<file path="src/rtl/timer_seq_ctrl_pkg.sv">
// Shared register map, CTRL bit positions and FSM state encoding for the
// interval-timer controller.
package timer_seq_ctrl_pkg;

  localparam logic [1:0] ADDR_LOAD   = 2'd0;
  localparam logic [1:0] ADDR_CTRL   = 2'd1;
  localparam logic [1:0] ADDR_STATUS = 2'd2;
  localparam logic [1:0] ADDR_CNT    = 2'd3;

  localparam int unsigned CTRL_START    = 0;
  localparam int unsigned CTRL_DIR      = 1;
  localparam int unsigned CTRL_PERIODIC = 2;
  localparam int unsigned CTRL_IE       = 3;
  localparam int unsigned CTRL_STOP     = 4;

  localparam int unsigned STATUS_EXPIRED = 0;

  typedef enum logic [1:0] {
    ST_IDLE   = 2'd0,
    ST_LOAD   = 2'd1,
    ST_RUN    = 2'd2,
    ST_EXPIRE = 2'd3
  } state_e;

  function automatic logic state_is_busy(input state_e s);
    return s != ST_IDLE;
  endfunction

endpackage

</file>
<file path="src/rtl/timer_seq_ctrl_cnt_dp.sv">
// Loadable up/down counter that saturates at its terminal value
// (0 counting down, all-ones counting up).
module timer_cnt_dp
  import timer_seq_ctrl_pkg::*;
#(
  parameter int unsigned WIDTH = 32
) (
  input  logic             clk,
  input  logic             rst,
  input  logic             load,
  input  logic             en,
  input  logic             up,
  input  logic [WIDTH-1:0] pdata,
  output logic [WIDTH-1:0] cnt,
  output logic             at_term
);

  localparam logic [WIDTH-1:0] ONE = WIDTH'(1);

  logic [WIDTH-1:0] cnt_d, cnt_q;

  assign at_term = up ? (cnt_q == '1) : (cnt_q == '0);
  assign cnt     = cnt_q;

  always_comb begin
    cnt_d = cnt_q;
    if (load) begin
      cnt_d = pdata;
    end else if (en && !at_term) begin
      cnt_d = up ? cnt_q + ONE : cnt_q - ONE;
    end
  end

  always_ff @(posedge clk or posedge rst) begin
    if (rst) begin
      cnt_q <= '0;
    end else begin
      cnt_q <= cnt_d;
    end
  end

endmodule

</file>
<file path="src/rtl/timer_seq_ctrl.sv">
// Interval-timer controller: register file, sequencing FSM and interrupt
// level around the timer_cnt_dp counter datapath.
module timer_seq_ctrl
  import timer_seq_ctrl_pkg::*;
#(
  parameter int unsigned WIDTH      = 32,
  parameter int unsigned RELOAD_GAP = 1
) (
  input  logic             clk,
  input  logic             rst,
  input  logic             we,
  input  logic [1:0]       addr,
  input  logic [WIDTH-1:0] wdata,
  output logic [WIDTH-1:0] rdata,
  output logic [WIDTH-1:0] cnt,
  output logic             busy,
  output logic             irq
);

  localparam logic [1:0] GAP_LAST = 2'(RELOAD_GAP - 1);

  state_e           state_d, state_q;
  logic [WIDTH-1:0] load_d, load_q;
  logic             dir_d, dir_q;
  logic             per_d, per_q;
  logic             ie_d, ie_q;
  logic             dir_act_d, dir_act_q;
  logic             expired_d, expired_q;
  logic             busy_d, busy_q;
  logic [1:0]       gap_d, gap_q;

  logic             wr_ctrl, start_wr, stop_wr;
  logic             dp_load, dp_en, at_term;

  assign wr_ctrl  = we && (addr == ADDR_CTRL);
  assign start_wr = wr_ctrl && wdata[CTRL_START];
  assign stop_wr  = wr_ctrl && wdata[CTRL_STOP];

  timer_cnt_dp #(
    .WIDTH (WIDTH)
  ) u_cnt_dp (
    .clk     (clk),
    .rst     (rst),
    .load    (dp_load),
    .en      (dp_en),
    .up      (dir_act_q),
    .pdata   (load_q),
    .cnt     (cnt),
    .at_term (at_term)
  );

  always_comb begin
    state_d   = state_q;
    load_d    = load_q;
    dir_d     = dir_q;
    per_d     = per_q;
    ie_d      = ie_q;
    dir_act_d = dir_act_q;
    expired_d = expired_q;
    gap_d     = gap_q;
    dp_load   = 1'b0;
    dp_en     = 1'b0;

    if (we && (addr == ADDR_LOAD)) begin
      load_d = wdata;
    end
    if (wr_ctrl) begin
      dir_d = wdata[CTRL_DIR];
      per_d = wdata[CTRL_PERIODIC];
      ie_d  = wdata[CTRL_IE];
    end
    if (we && (addr == ADDR_STATUS) && wdata[STATUS_EXPIRED]) begin
      expired_d = 1'b0;
    end

    // Command strobes pre-empt the sequencer: the counter freezes and no
    // expiry is recorded on the cycle a stop or restart is taken.
    if (stop_wr) begin
      state_d = ST_IDLE;
    end else if (start_wr) begin
      state_d = ST_LOAD;
    end else begin
      case (state_q)
        ST_IDLE: ;
        ST_LOAD: begin
          dp_load   = 1'b1;
          dir_act_d = dir_q;
          state_d   = ST_RUN;
        end
        ST_RUN: begin
          dp_en = 1'b1;
          if (at_term) begin
            expired_d = 1'b1;
            gap_d     = '0;
            state_d   = ST_EXPIRE;
          end
        end
        ST_EXPIRE: begin
          if (gap_q == GAP_LAST) begin
            state_d = per_q ? ST_LOAD : ST_IDLE;
          end else begin
            gap_d = gap_q + 2'd1;
          end
        end
        default: state_d = ST_IDLE;
      endcase
    end

    busy_d = state_is_busy(state_d);
  end

  always_ff @(posedge clk or posedge rst) begin
    if (rst) begin
      state_q   <= ST_IDLE;
      load_q    <= '0;
      dir_q     <= 1'b0;
      per_q     <= 1'b0;
      ie_q      <= 1'b0;
      dir_act_q <= 1'b0;
      expired_q <= 1'b0;
      busy_q    <= 1'b0;
      gap_q     <= '0;
    end else begin
      state_q   <= state_d;
      load_q    <= load_d;
      dir_q     <= dir_d;
      per_q     <= per_d;
      ie_q      <= ie_d;
      dir_act_q <= dir_act_d;
      expired_q <= expired_d;
      busy_q    <= busy_d;
      gap_q     <= gap_d;
    end
  end

  always_comb begin
    rdata = '0;
    case (addr)
      ADDR_LOAD: rdata = load_q;
      ADDR_CTRL: begin
        rdata[CTRL_DIR]      = dir_q;
        rdata[CTRL_PERIODIC] = per_q;
        rdata[CTRL_IE]       = ie_q;
      end
      ADDR_STATUS: rdata[STATUS_EXPIRED] = expired_q;
      ADDR_CNT:    rdata = cnt;
      default:     rdata = '0;
    endcase
  end

  assign busy = busy_q;
  assign irq  = expired_q & ie_q;

endmodule

</file>
<file path="config.mk">
export PLATFORM = sky130hd
export DESIGN_NAME = timer_seq_ctrl
export DESIGN_NICKNAME = d
export VERILOG_FILES = /design/src/rtl/timer_seq_ctrl_pkg.sv /design/src/rtl/timer_seq_ctrl_cnt_dp.sv /design/src/rtl/timer_seq_ctrl.sv
export SDC_FILE = /design/constraint.sdc
export NUM_CORES = 1
export LEC_CHECK = 0
export ABC_AREA = 1
export BUFFER_PORTS_ARGS = -buffer_cell sky130_fd_sc_hd__buf_2
export CAP_MARGIN = 25
export CORE_MARGIN = 5
export CORE_UTILIZATION = 53
export CTS_CLUSTER_SIZE = 40
export DETAILED_ROUTE_END_ITERATION = 8
export PLACE_DENSITY = 0.82
export SLEW_MARGIN = 10
export SYNTH_ARGS = -nofsm -noshare
export SYNTH_HDL_FRONTEND = slang
export SYNTH_HIERARCHICAL = 1
export SYNTH_SLANG_ARGS = --single-unit
export TNS_END_PERCENT = 100
</file>
<file path="constraint.sdc">
create_clock -name clk -period 2.2 [get_ports clk]
set_input_delay 0.44 -clock clk [delete_from_list [all_inputs] [get_ports clk]]
set_output_delay 0.44 -clock clk [all_outputs]
set_load 0.005 [all_outputs]
</file>
Yosys cells after proc, flatten, opt, wreduce, memory -nomap -nowiden

Cells that the tools add are included.

Flip-flop bits (word level): 74
Output and inout port bits: 66
Word-level logic and storage cells: 68

Add/subtract/negate cells: 3
Equal/unequal tests: 9
Muxes and demuxes: 27
Bitwise gates (word level): 3
Reductions and logical operators: 16

Operator list:

| operator                                                                | count |
|---|---|
| 32-bit 2-to-1 mux                                                       | 3 |
| 28-bit case mux with 2 select lines                                     | 1 |
| 32-bit by 1-bit adder with 32-bit output, second input constant         | 1 |
| 32-bit == test, second input constant                                   | 1 |
| 32-bit zero test                                                        | 1 |
| 32-bit by 1-bit subtractor with 32-bit output, second input constant    | 1 |
| 1-bit 2-to-1 mux                                                        | 13 |
| 2-bit 2-to-1 mux                                                        | 6 |
| 3-bit case mux with 3 select lines                                      | 1 |
| 2-bit == test, second input constant                                    | 4 |
| 1-bit logical AND                                                       | 7 |
| 2-bit case mux with 3 select lines                                      | 1 |
| 2-bit nonzero test                                                      | 3 |
| 5-bit AND reduction                                                     | 1 |
| 2-bit by 1-bit == test with 1-bit output, second input constant         | 2 |
| 2-bit zero test                                                         | 2 |
| 2-bit case mux with 2 select lines                                      | 1 |
| 1-bit case mux with 3 select lines                                      | 1 |
| 3-bit AND reduction                                                     | 1 |
| 2-bit by 1-bit adder with 2-bit output, second input constant           | 1 |
| 2-bit by 1-bit inequality test with 1-bit output, second input constant | 1 |
| 2-bit inequality test, second input constant                            | 1 |
| 1-bit NOT                                                               | 2 |
| 1-bit bitwise AND                                                       | 1 |
| 1-bit zero test                                                         | 1 |

Depth between registers and ports, before layout

Gate-level depths: netlist of the first run.

Depth after elaboration: 8
Depth in mapped cells: 15
Depth with buffers taken out: 15

Cells and area by module

Netlist of the first run, hierarchy kept.

By module, submodules not included:

| module         | times used | cells an instance | area an instance (um2) | seq. area each (um2) |
|---|---|---|---|---|
| timer_cnt_dp   | 1          | 695               | 4012.6                 | 800.8 |
| timer_seq_ctrl | 1          | 335               | 2378.5                 | 1051.0 |

Worst setup path after synthesis of the first run

OpenSTA, ideal clock, no wires.

Kind: register to register
From: reg dir_act_q
To: reg u_cnt_dp.cnt_q[12] (netlist: u_cnt_dp/cnt[12])
Setup time: 122 ps
Arrival: 2299 ps
Slack: -221 ps
Cell stages (with the launch flop): 12
Buffers on the path: 0
Path through: dfrtp_1 > inv_1 > ha_1 > a21oi_1 > nor2_1 > nor2_1 > nand2_1 > nand2_1 > nand2_1 > or2_2 > nand3_1 > nand3_2

Word-level cells in the longest chain between the ends: 4

RTL lines:

| what                                | RTL line                    | text |
|---|---|---|
| from (decl)                         | timer_seq_ctrl.sv:27        | `logic dir_act_d, dir_act_q;` |
| from (signal assigned)              | timer_seq_ctrl.sv:129       | `dir_act_q <= dir_act_d;` |
| 1-bit 2-to-1 mux                    | timer_seq_ctrl_cnt_dp.sv:22 | `assign at_term = up ? (cnt_q == '1) : (cnt_q == '0);` |
| 1-bit zero test                     | timer_seq_ctrl_cnt_dp.sv:29 | `end else if (en && !at_term) begin` |
| 1-bit logical AND                   | timer_seq_ctrl_cnt_dp.sv:29 |  |
| 2-bit nonzero test (no source line) | -                           |  |
| to (signal assigned)                | timer_seq_ctrl_cnt_dp.sv:38 | `cnt_q <= cnt_d;` |
| to (decl)                           | timer_seq_ctrl_cnt_dp.sv:20 | `logic [WIDTH-1:0] cnt_d, cnt_q;` |

Parallel ways exist; a longest one is shown, timed or not. The select of a mux whose other input is x is not followed.
A chain may end at the register's enable or synchronous reset.

Worst setup path after layout of the first run

From: reg dir_act_q
To: reg u_cnt_dp.cnt_q[22] (netlist: u_cnt_dp/cnt[22])

The elaborated chain is that of the path after synthesis.

==> metrics.txt, run 1 <==
outcome finished with violations; failing checks setup timing; post-detailed-route DRC marker count 0; routability cong. 0.979; critical setup path kind flop to flop; post-detailed-route via-to-cell ratio 5.52; Worst setup EP type flop; Total Die Area 14,400 um2; Clock Sink Count 74; multiplexer share of the synthesized area 0.157%; buffer type at the clock tree root sky130_fd_sc_hd__clkbuf_16; clock-pin slew on the worst setup and hold paths 0.06 ns; vias 7,405; Gate power share 71.0%; wire length of the first global-routing pass 34,400 um; number of register bits inferred by synthesis 74; cell family contributing the most delay on the critical path simple AND/OR/NAND/NOR gates; cell-by-cell listing of the critical path clkinvlp_4 -> buf_12 -> ha_4 -> nand2_1 -> nor2_2 -> inv_1 -> nor3_2 -> buf_4 -> nand3_1 -> nand4_1 -> nand3_1 -> nand2_1 -> nand2_1; CP max FO 20; count of H-tree levels built during CTS 3; r2r endpoint u_cnt_dp/cnt[22]$_DFFE_PP0P_; pin count of the biggest net entering global routing 43; Bufs on Longest Clock Path 2; fraction of power spent switching nets 50.8%; sum of internal, switching and leakage power 12,700 uW; Clock Latency Late Sink 0.34 ns; Unique masters post-synth 38; logic depth of the worst path, buffers included 13; slack of the worst reg-to-reg path -0.05 ns; Worst Reg-to-Reg Cells 13; synthesized-area fraction occupied by and/or/nand/nor cells 43.3%; post-placement worst setup slack -0.0600 ns; Setup crit start kind flop; max cap viols 0; area of the mapped netlist 6390 um2; CTS tree built; Cell Rows 40; max frequency 0.445 GHz; Setup crit start dir_act_q$_DFFE_PP0P_; Leak 0.00451 uW; Synth Area in Adders 7.56%; Final Hold Vio Count 0; I/O pins 103; power density relative to cell area 1560 nW/um2; DP Wirelength 16,300 um; detailed-route wire length 21,000 um; total negative setup slack -0.175 ns; setup repair after global routing missed its margin yes; Synth warnings 6; Port-buffer cells 102; fraction of the core area covered by cells at the end of the flow 68.0%; worst-case vdd ir drop 0.000809 V; slowest cell delay on critical path 0.39 ns; diode count 0; setup violators final 8; most common library cell in the layout ignoring fill and taps sky130_fd_sc_hd__nand2_1; worst path required time 2.43 ns; crit-path most repeated cell sky130_fd_sc_hd__nand2_1; cell internal power dissipation 6220 uW; share of the synthesized area in compound gates (AO/OA/AOI/OAI) 7.62%; total net switching power 6430 uW; CP Buf/Inv Count 4; initial antenna violation count 0; data arrival time of the worst path 2.47 ns; Initial DRC Count 897; Post-CTS Hold Buffers 0; transition time of the tightest slew-check pin 0.527 ns; most frequent cells in the layout sky130_fd_sc_hd__nand2_1, sky130_fd_sc_hd__inv_1, sky130_fd_sc_hd__nand3_1; main combinational cell family by area after synthesis simple AND/OR/NAND/NOR gates; proportion of power drawn by flip-flops and latches 18.3%; die width 120 um; setup slack of the critical path after layout -0.0471 ns; number of buffers added by the clock tree synthesis step 9; Overall Global Routing Usage 29.5%; XOR/XNOR share of the synthesized area 1.92%; Mapped Avg Cell Area 6.20 um2; slowest stage cell on the critical path sky130_fd_sc_hd__dfrtp_2; number of global-route vias before repair 7,007; part of the Yosys area used for sequential elements 29.0%; tightest hold margin 0.214 ns; Initial Util 53.7%; core box area 11,900 um2; residual antenna-violating net count after detailed routing 0; Post-Route Skew 0.00908 ns; endpoint of the worst setup timing path u_cnt_dp/cnt[22]$_DFFE_PP0P_; post-layout min period 2.25 ns; Congestion Overflow GR 0; share of power burned in the clock network 10.8%; Post-Syn Nets 1,105; synthesized netlist cell count 1,030; DR pass1 iterations 6; final layout net count 1,265; type of the tightest min-delay check input pin to async pin; Vert. Die Dim 120 um; Final period util 102%; max_slew headroom 64.9%; final count of pins violating max slew 0; FF-to-FF Start dir_act_q$_DFFE_PP0P_; area growth from synthesis to final layout 26.7%; routed wire length per instance 15.7 um; share of layout cells above drive strength 1 21.9%
[synth_stat cells (all sizes together)]
cell type / count / area share (%)
nand3: 114 / 9.4
a21o: 1 / 0.12
o211ai: 1 / 0.12
nand4: 11 / 1.1
inv: 128 / 7.6
clkbuf: 4 / 0.23
xnor2: 3 / 0.41
o21ai: 23 / 2.0
mux2i: 1 / 0.16
o21bai: 6 / 0.70
ha: 37 / 7.2
nand2b: 1 / 0.098
buf: 26 / 2.6
nor2: 71 / 4.4
nand2: 439 / 26
nor4: 1 / 0.098
and2: 1 / 0.098
a21oi: 60 / 4.7
fa: 1 / 0.31
dfrtp: 74 / 29
xor2: 11 / 1.5
nand3b: 3 / 0.35
or2: 4 / 0.39
nor3: 9 / 1.0
[kinds of logic after synthesis]
kind of cell             after synthesis
XOR/XNOR                              14
AO/OA/AOI/OAI                         91
adder cells (fa/ha/maj)               38
multiplexers                           1
flip-flops                            74
buffers and inverters                158
AND/OR/NAND/NOR                      654
[per-stage QoR]
stage	instance area (um2)	cells
after floorplan	6450	1030
after global placement	7590	1325
after detailed placement	7590	1325
after CTS	7920	1341
after global routing	8100	1342
final	8100	1342
[layer usage]
metal  routed length (um)  up-vias  global-route usage [%]
li1                     -     3574                       -
met1                 9070     3409                    41.9
met2                 9320      380                    45.6
met3                 2150       42                    5.94
met4                  495        0                    8.95
met5                    0        -                       0
[cell type report]
class	instances	area, um2
clock buffers	10	229
clock inverters	6	42.5
fillers	1047	3810
inverters	128	492
multi-input cells	798	4150
flip-flops and latches	74	1850
well taps	147	184
repair buffers	179	1150
[what timing repair did]
action,CTS,global route
setup buffers,0,1
gates resized for setup,12,32
pin swaps,0,3
setup endpoints to repair,8,25
[worst register-to-register path, stage by stage (launching register included)]
cell and delay [ns]:
sky130_fd_sc_hd__dfrtp_2 0.39, sky130_fd_sc_hd__clkinvlp_4 0.11, sky130_fd_sc_hd__buf_12 0.18, sky130_fd_sc_hd__ha_4 0.30, sky130_fd_sc_hd__nand2_1 0.09, sky130_fd_sc_hd__nor2_2 0.13
sky130_fd_sc_hd__inv_1 0.07, sky130_fd_sc_hd__nor3_2 0.26, sky130_fd_sc_hd__buf_4 0.16, sky130_fd_sc_hd__nand3_1 0.10, sky130_fd_sc_hd__nand4_1 0.11, sky130_fd_sc_hd__nand3_1 0.10
sky130_fd_sc_hd__nand2_1 0.08, sky130_fd_sc_hd__nand2_1 0.05
[power by group through the flow]
stage                     Sequential (uW)  Combinational (uW)  Clock, uW
after floorplan                      2280                5050          0
after global placement               2250                8050          0
after detailed placement             2260                8170          0
after CTS                            2250                8390       1360
after global routing                 2360                9980       1440
final                                2310                8980       1360
[worst min path at each step]
stage,slack (ns),cells past startpoint,start,endpoint
after floorplan,0.44,2,gap_q[1]$_DFFE_PP0P_,gap_q[1]$_DFFE_PP0P_
after global placement,0.46,2,gap_q[1]$_DFFE_PP0P_,gap_q[1]$_DFFE_PP0P_
after detailed placement,0.47,2,gap_q[1]$_DFFE_PP0P_,gap_q[1]$_DFFE_PP0P_
after CTS,0.23,3,rst,u_cnt_dp/cnt[30]$_DFFE_PP0P_
after global routing,0.25,3,rst,u_cnt_dp/cnt[6]$_DFFE_PP0P_
final,0.21,3,rst,u_cnt_dp/cnt[1]$_DFFE_PP0P_
[registers in the layout, summed over array words and instances, names as in the netlist]
register,cells
per_q,1
expired_q,1
load_q,32
dir_q,1
gap_q,2
ie_q,1
u_cnt_dp/cnt,32
state_q,2
dir_act_q,1
busy,1
No activity file was read; power rests on OpenSTA's default activity.
==> run 2, diff against run 1 <==
- CORE_UTILIZATION: 53 -> 40
- PLACE_DENSITY: 0.82 -> 0.65
==> run 2 against run 1 <==
  * The run still ends with setup timing left
  * Critical endpoint is now u_cnt_dp/cnt[31]$_DFFE_PP0P_
  * Count of clock-buffer cells in the layout down 1
  * Combinational power up 17%
  * Design area up 8.4%
  * Worst setup slack worse by 0.054 ns
  * Wire length up 9.4%
  * Clock power up 29%
==> metrics.txt, run 2 (synthesis gave the netlist of run 1 again) <==
FF+latch area 1850 um2 (about the same); fraction of met2 tracks used by global routing 34.9% (was 45.6%); setup repair after global routing missed its margin yes (unchanged); clock-pin slew on the worst setup and hold paths 0.07 ns (was 0.06 ns); DP Wirelength 16,700 um (was 16,300 um); Initial DRC Count 522 (was 897); fraction of the core area covered by cells at the end of the flow 55.7% (was 68.0%); Final Hold Vio Count 0 (unchanged); cell-by-cell listing of the critical path clkinvlp_4 -> buf_12 -> buf_12 -> ha_4 -> a21oi_1 -> nand2_1 -> inv_1 -> nand2_1 -> a21oi_2 -> nand2_1 -> nand2_1 -> nand3_1 -> nand2_1 -> nand2_1 (was clkinvlp_4 -> buf_12 -> ha_4 -> nand2_1 -> nor2_2 -> inv_1 -> nor3_2 -> buf_4 -> nand3_1 -> nand4_1 -> nand3_1 -> nand2_1 -> nand2_1); wire length of the first global-routing pass 33,900 um (was 34,400 um); Post-Route Skew 0.00791 ns (was 0.00908 ns); count of H-tree levels built during CTS 3 (unchanged); tightest hold margin 0.0523 ns (was 0.214 ns); diode count 0 (unchanged); critical setup path kind flop to flop (unchanged); power density relative to cell area 1670 nW/um2 (was 1560 nW/um2); core box area 15,800 um2 (was 11,900 um2); post-placement worst setup slack -0.0987 ns (was -0.0600 ns); Leak 0.00469 uW (was 0.00451 uW); Overall Global Routing Usage 23.4% (was 29.5%); routability cong. 1.04 (was 0.979); most used routing layer met2 (unchanged); Total Die Area 18,600 um2 (was 14,400 um2); final layout net count 1,273 (was 1,265); total area of multi-input combinational cells 4540 um2 (was 4150 um2); Post-CTS Hold Buffers 0 (unchanged); worst path required time 2.43 ns (about the same); type of the tightest min-delay check input pin to async pin (unchanged); worst-case vdd ir drop 0.000577 V (was 0.000809 V); pin count of the biggest net entering global routing 49 (was 43); final count of pins violating max slew 0 (unchanged); dpl cells 1,390 (was 1,325); post-detailed-route DRC marker count 0 (unchanged); post-detailed-route via-to-cell ratio 5.18 (was 5.52); outcome finished with violations (unchanged); Clock Sink Count 74 (unchanged); number of buffers added by the clock tree synthesis step 9 (unchanged); slowest cell delay on critical path 0.38 ns (was 0.39 ns); placement-stage cell area 7660 um2 (was 7590 um2); residual antenna-violating net count after detailed routing 0 (unchanged); setup slack of the critical path after layout -0.101 ns (was -0.0471 ns); DR pass1 iterations 5 (was 6); max_slew headroom 67.0% (was 64.9%); Worst setup EP type flop (unchanged); Bufs on Longest Clock Path 2 (unchanged); Cell Rows 46 (was 40); max cap viols 0 (unchanged); vias 7,353 (was 7,405); transition time of the tightest slew-check pin 0.495 ns (was 0.527 ns); data arrival time of the worst path 2.53 ns (was 2.47 ns); routed wire length per instance 16.2 um (was 15.7 um); crit-path most repeated cell sky130_fd_sc_hd__nand2_1 (unchanged); number of global-route vias before repair 6,441 (was 7,007); count of fill cells added during filler insertion 1,525 (was 1,047); Clock Latency Late Sink 0.34 ns (about the same); Final period util 105% (was 102%); Vert. Die Dim 136 um (was 120 um); share of layout cells above drive strength 1 28.3% (was 21.9%); I/O pins 103 (unchanged); die width 136 um (was 120 um); routing usage on met1 34.6% (was 41.9%); CTS tree built (unchanged); Congestion Overflow GR 0 (unchanged); slowest stage cell on the critical path sky130_fd_sc_hd__dfrtp_2 (unchanged); most common library cell in the layout ignoring fill and taps sky130_fd_sc_hd__nand2_1 (unchanged); failing checks setup timing (unchanged); non-filler cells in the finished layout 1,419 (was 1,342); most frequent cells in the layout sky130_fd_sc_hd__nand2_1, sky130_fd_sc_hd__inv_1, sky130_fd_sc_hd__nand3_1 (unchanged); Setup crit start kind flop (unchanged); CP max FO 8 (was 20); area growth from synthesis to final layout 37.4% (was 26.7%); Initial Util 40.5% (was 53.7%); buffer type at the clock tree root sky130_fd_sc_hd__clkbuf_16 (unchanged); post-layout min period 2.30 ns (was 2.25 ns); detailed-route wire length 23,000 um (was 21,000 um); initial antenna violation count 0 (unchanged); setup violators final 10 (was 8); max frequency 0.435 GHz (was 0.445 GHz); met3 GRT Util 3.66% (was 5.94%); cell area after layout 8780 um2 (was 8100 um2); Port-buffer cells 102 (unchanged)
==> run 2: power breakdown <==
| group | internal (uW) | switching, uW |
|---|---|---|
| registers | 1770 | 649 |
| logic | 4530 | 5930 |
| clock network | 1120 | 631 |
==> run 2: metal layers <==
metal	wire [um]	vias to the layer above
li1	-	3587
met1	10400	3443
met2	10300	282
met3	1670	41
met4	552	0
met5	0	-
==> run 2: through the flow <==
stage / TNS (ns) / power, uW
finish: -0.561 / 14600
global route: -2.83 / 15700
CTS: -0.0930 / 12300
detailed placement: -0.328 / 10400
global placement: -0.238 / 10300
floorplan: -2.59 / 7340
==> run 2: worst max-delay path: cells and delay by family, from the launching register on <==
family	cells	cell delay, ns
AND/OR/NAND/NOR	7	0.52
buffers and inverters	4	0.62
AO/OA/AOI/OAI	2	0.41
adder cells (fa/ha/maj)	1	0.26
flip-flops	1	0.38
==> run 2: path summary, 6_finish.rpt <==
check                                      start                           end  slack, ns  cells after the start
max                        dir_act_q$_DFFE_PP0P_  u_cnt_dp/cnt[31]$_DFFE_PP0P_      -0.10                     14
min                                          rst         load_q[5]$_DFFE_PP0P_       0.05                      2
max reg2reg                dir_act_q$_DFFE_PP0P_  u_cnt_dp/cnt[31]$_DFFE_PP0P_      -0.10                     14
min reg2reg                 gap_q[1]$_DFFE_PP0P_          gap_q[1]$_DFFE_PP0P_       0.48                      2
max in group asynchronous                    rst        load_q[24]$_DFFE_PP0P_       1.47                      4
min in group clk                        wdata[9]         load_q[9]$_DFFE_PP0P_       0.32                      3
==> run 2: timing repair <==
action	4_1_cts	5_1_grt
buffers inserted	0	10
pin swaps	0	29
gates cloned	0	3
endpoints found under the setup margin	5	24
resized for setup	6	130
endpoints found under the hold margin	0	0
==> run 2: layout make-up <==
class                   count  share of cell area [%]
flip-flops and latches     74                    21.1
inverters                 128                    5.60
clock buffers               9                    2.56
repair buffers            187                    14.5
multi-input cells         798                    51.7
clock inverters             7                    1.38
well taps                 216                    3.08
==> run 3, diff against run 2 <==
- GPL_TIMING_DRIVEN: unset -> 0
==> run 3 against run 2 <==
  * The run still ends with setup timing left
  * Worst hold slack better by 0.052 ns
  * Non-clock buffer count shrank 3
  * Combinational power is essentially flat
  * Global-route usage increased by 1.1 points
  * Clock skew fell by 0.0039 ns
  * Total power rose by 1.2%
  * Clock power down 23%
  * Sequential power increased by 11%
  * Final cell count barely moved
  * Design area up 1.7%
  * Largest cell class unchanged
==> metrics.txt, run 3 (synthesis gave the netlist of run 1 again) <==
setup violators final 21 (was 10); Setup crit start kind flop (unchanged); fraction of the core area covered by cells at the end of the flow 56.6% (was 55.7%); Post-Route Skew 0.00399 ns (was 0.00791 ns); count of H-tree levels built during CTS 3 (unchanged); area growth from synthesis to final layout 39.7% (was 37.4%); post-detailed-route via-to-cell ratio 5.19 (was 5.18); failing checks setup timing (unchanged); CP max FO 8 (unchanged); Bufs on Longest Clock Path 2 (unchanged); Clock Latency Late Sink 0.34 ns (about the same); outcome finished with violations (unchanged); final layout net count 1,272 (was 1,273); type of the tightest min-delay check input pin to async pin (unchanged); count of fill cells added during filler insertion 1,499 (was 1,525); post-detailed-route DRC marker count 0 (unchanged); worst-case vdd ir drop 0.000584 V (was 0.000577 V); Clock Sink Count 74 (unchanged); wire length of the first global-routing pass 35,200 um (was 33,900 um); Cell Rows 46 (unchanged); Congestion Overflow GR 0 (unchanged); data arrival time of the worst path 2.57 ns (was 2.53 ns); diode count 0 (unchanged); core box area 15,800 um2 (unchanged); Total Die Area 18,600 um2 (unchanged); vias 7,357 (was 7,353); setup slack of the critical path after layout -0.139 ns (was -0.101 ns); Initial Util 40.5% (unchanged); detailed-route wire length 23,400 um (was 23,000 um); Worst setup EP type flop (unchanged); pin count of the biggest net entering global routing 33 (was 49); DR pass1 iterations 5 (unchanged); critical setup path kind flop to flop (unchanged); Initial DRC Count 772 (was 522); most common library cell in the layout ignoring fill and taps sky130_fd_sc_hd__nand2_1 (unchanged); die width 136 um (unchanged); final count of pins violating max slew 0 (unchanged); Leak 0.00467 uW (was 0.00469 uW); tightest hold margin 0.104 ns (was 0.0523 ns); residual antenna-violating net count after detailed routing 0 (unchanged); share of layout cells above drive strength 1 32.4% (was 28.3%); sum of internal, switching and leakage power 14,800 uW (was 14,600 uW); I/O pins 103 (unchanged); Final Hold Vio Count 0 (unchanged); buffer type at the clock tree root sky130_fd_sc_hd__clkbuf_16 (unchanged); initial antenna violation count 0 (unchanged); CTS tree built (unchanged); Overall Global Routing Usage 24.5% (was 23.4%); max cap viols 0 (unchanged); Final period util 106% (was 105%); Port-buffer cells 101 (was 102); number of global-route vias before repair 6,644 (was 6,441); max_slew headroom 52.0% (was 67.0%); setup repair after global routing missed its margin yes (unchanged); worst path required time 2.43 ns (about the same); number of buffers added by the clock tree synthesis step 9 (unchanged); power density relative to cell area 1660 nW/um2 (was 1670 nW/um2); routed wire length per instance 16.5 um (was 16.2 um); transition time of the tightest slew-check pin 0.718 ns (was 0.495 ns); post-layout min period 2.34 ns (was 2.30 ns); routability cong. 0.952 (was 1.04); Vert. Die Dim 136 um (unchanged); DP Wirelength 16,900 um (was 16,700 um); most frequent cells in the layout sky130_fd_sc_hd__nand2_1, sky130_fd_sc_hd__buf_2, sky130_fd_sc_hd__inv_1 (was sky130_fd_sc_hd__nand2_1, sky130_fd_sc_hd__inv_1, sky130_fd_sc_hd__nand3_1); max frequency 0.428 GHz (was 0.435 GHz); clock-pin slew on the worst setup and hold paths 0.06 ns (was 0.07 ns)
-- run 3: changes by cell type in the layout (fill, tap and decap cells not counted), moves of 5 or more --
cell	before	now
sky130_fd_sc_hd__a21oi_1	51	40
sky130_fd_sc_hd__a21oi_2	7	15
sky130_fd_sc_hd__buf_2	102	114
sky130_fd_sc_hd__buf_4	74	54
sky130_fd_sc_hd__nand2_1	397	380
sky130_fd_sc_hd__nand2_2	34	42
sky130_fd_sc_hd__nand2_4	7	16
sky130_fd_sc_hd__nand3_1	103	88
sky130_fd_sc_hd__nand3_2	10	23
sky130_fd_sc_hd__nor2_1	55	50
-- run 3: power by group --
group / switching [uW] / total (uW) / internal [uW]
combinational: 6140 / 10800 / 4630
sequential: 917 / 2680 / 1770
clock: 565 / 1350 / 788
-- run 3: final timing paths --
| check | from | endpoint | slack (ns) | cells after the start |
|---|---|---|---|---|
| max | dir_act_q$_DFFE_PP0P_ | u_cnt_dp/cnt[31]$_DFFE_PP0P_ | -0.14 | 16 |
| min | rst | load_q[7]$_DFFE_PP0P_ | 0.10 | 2 |
| max reg2reg | dir_act_q$_DFFE_PP0P_ | u_cnt_dp/cnt[31]$_DFFE_PP0P_ | -0.14 | 16 |
| min reg2reg | gap_q[1]$_DFFE_PP0P_ | gap_q[1]$_DFFE_PP0P_ | 0.48 | 2 |
| max in group asynchronous | rst | u_cnt_dp/cnt[0]$_DFFE_PP0P_ | 1.47 | 2 |
| min in group clk | wdata[30] | load_q[30]$_DFFE_PP0P_ | 0.33 | 3 |
-- run 3: final cells by class --
class / count / area, um2 / share of cell area (%)
multi-input combinational: 798 / 4820 / 54.0
clock buffer: 11 / 243 / 2.72
sequential: 74 / 1850 / 20.8
clock inverter: 5 / 30.0 / 0.336
timing repair inverter: 2 / 15.0 / 0.168
timing repair buffer: 154 / 988 / 11.1
inverter: 128 / 504 / 5.65
buffer: 30 / 201 / 2.26
tap: 216 / 270 / 3.03
-- run 3: routing by layer --
layer / track usage [%] / vias to the layer above / share of wire, %
li1: - / 3596 / -
met1: 33.4 / 3387 / 43
met2: 41.2 / 320 / 47
met3: 2.96 / 54 / 6.7
met4: 6.44 / 0 / 3.0
met5: 0 / - / 0
-- run 3: worst max-delay path, stage by stage, from the launching register on --
cell and delay (ns):
sky130_fd_sc_hd__dfrtp_2 0.45, sky130_fd_sc_hd__clkinvlp_4 0.21, sky130_fd_sc_hd__buf_16 0.21, sky130_fd_sc_hd__ha_4 0.27, sky130_fd_sc_hd__nand2_4 0.08, sky130_fd_sc_hd__inv_1 0.07, sky130_fd_sc_hd__a21oi_2 0.15, sky130_fd_sc_hd__nand2_2 0.09
sky130_fd_sc_hd__nand2_2 0.09, sky130_fd_sc_hd__nand2_4 0.10, sky130_fd_sc_hd__buf_12 0.15, sky130_fd_sc_hd__nand2_4 0.07, sky130_fd_sc_hd__nand2_2 0.04, sky130_fd_sc_hd__nand2_1 0.06, sky130_fd_sc_hd__nand3_1 0.07, sky130_fd_sc_hd__nand2_1 0.06
sky130_fd_sc_hd__nand2_1 0.04
-- run 3: stage by stage --
stage	cell area, um2	std cells	TNS, ns	setup WS (ns)
after floorplan	6450	1030	-2.59	-0.202
after global placement	7220	1347	-19.72	-0.998
after detailed placement	7240	1348	-19.95	-1.01
after CTS	8470	1400	-0.358	-0.0803
after global routing	8930	1418	-3.35	-0.224
final	8930	1418	-1.17	-0.139
-- run 3: repair_timing --
| item | in CTS | in global routing |
|---|---|---|
| endpoints found under the hold margin | 0 | 0 |
| resized for setup | 130 | 96 |
| hold buffers | 0 | 0 |
| cloned | 3 | 0 |
| buffers inserted | 33 | 18 |
| pin swaps | 35 | 40 |
| setup endpoints to repair | 34 | 48 |
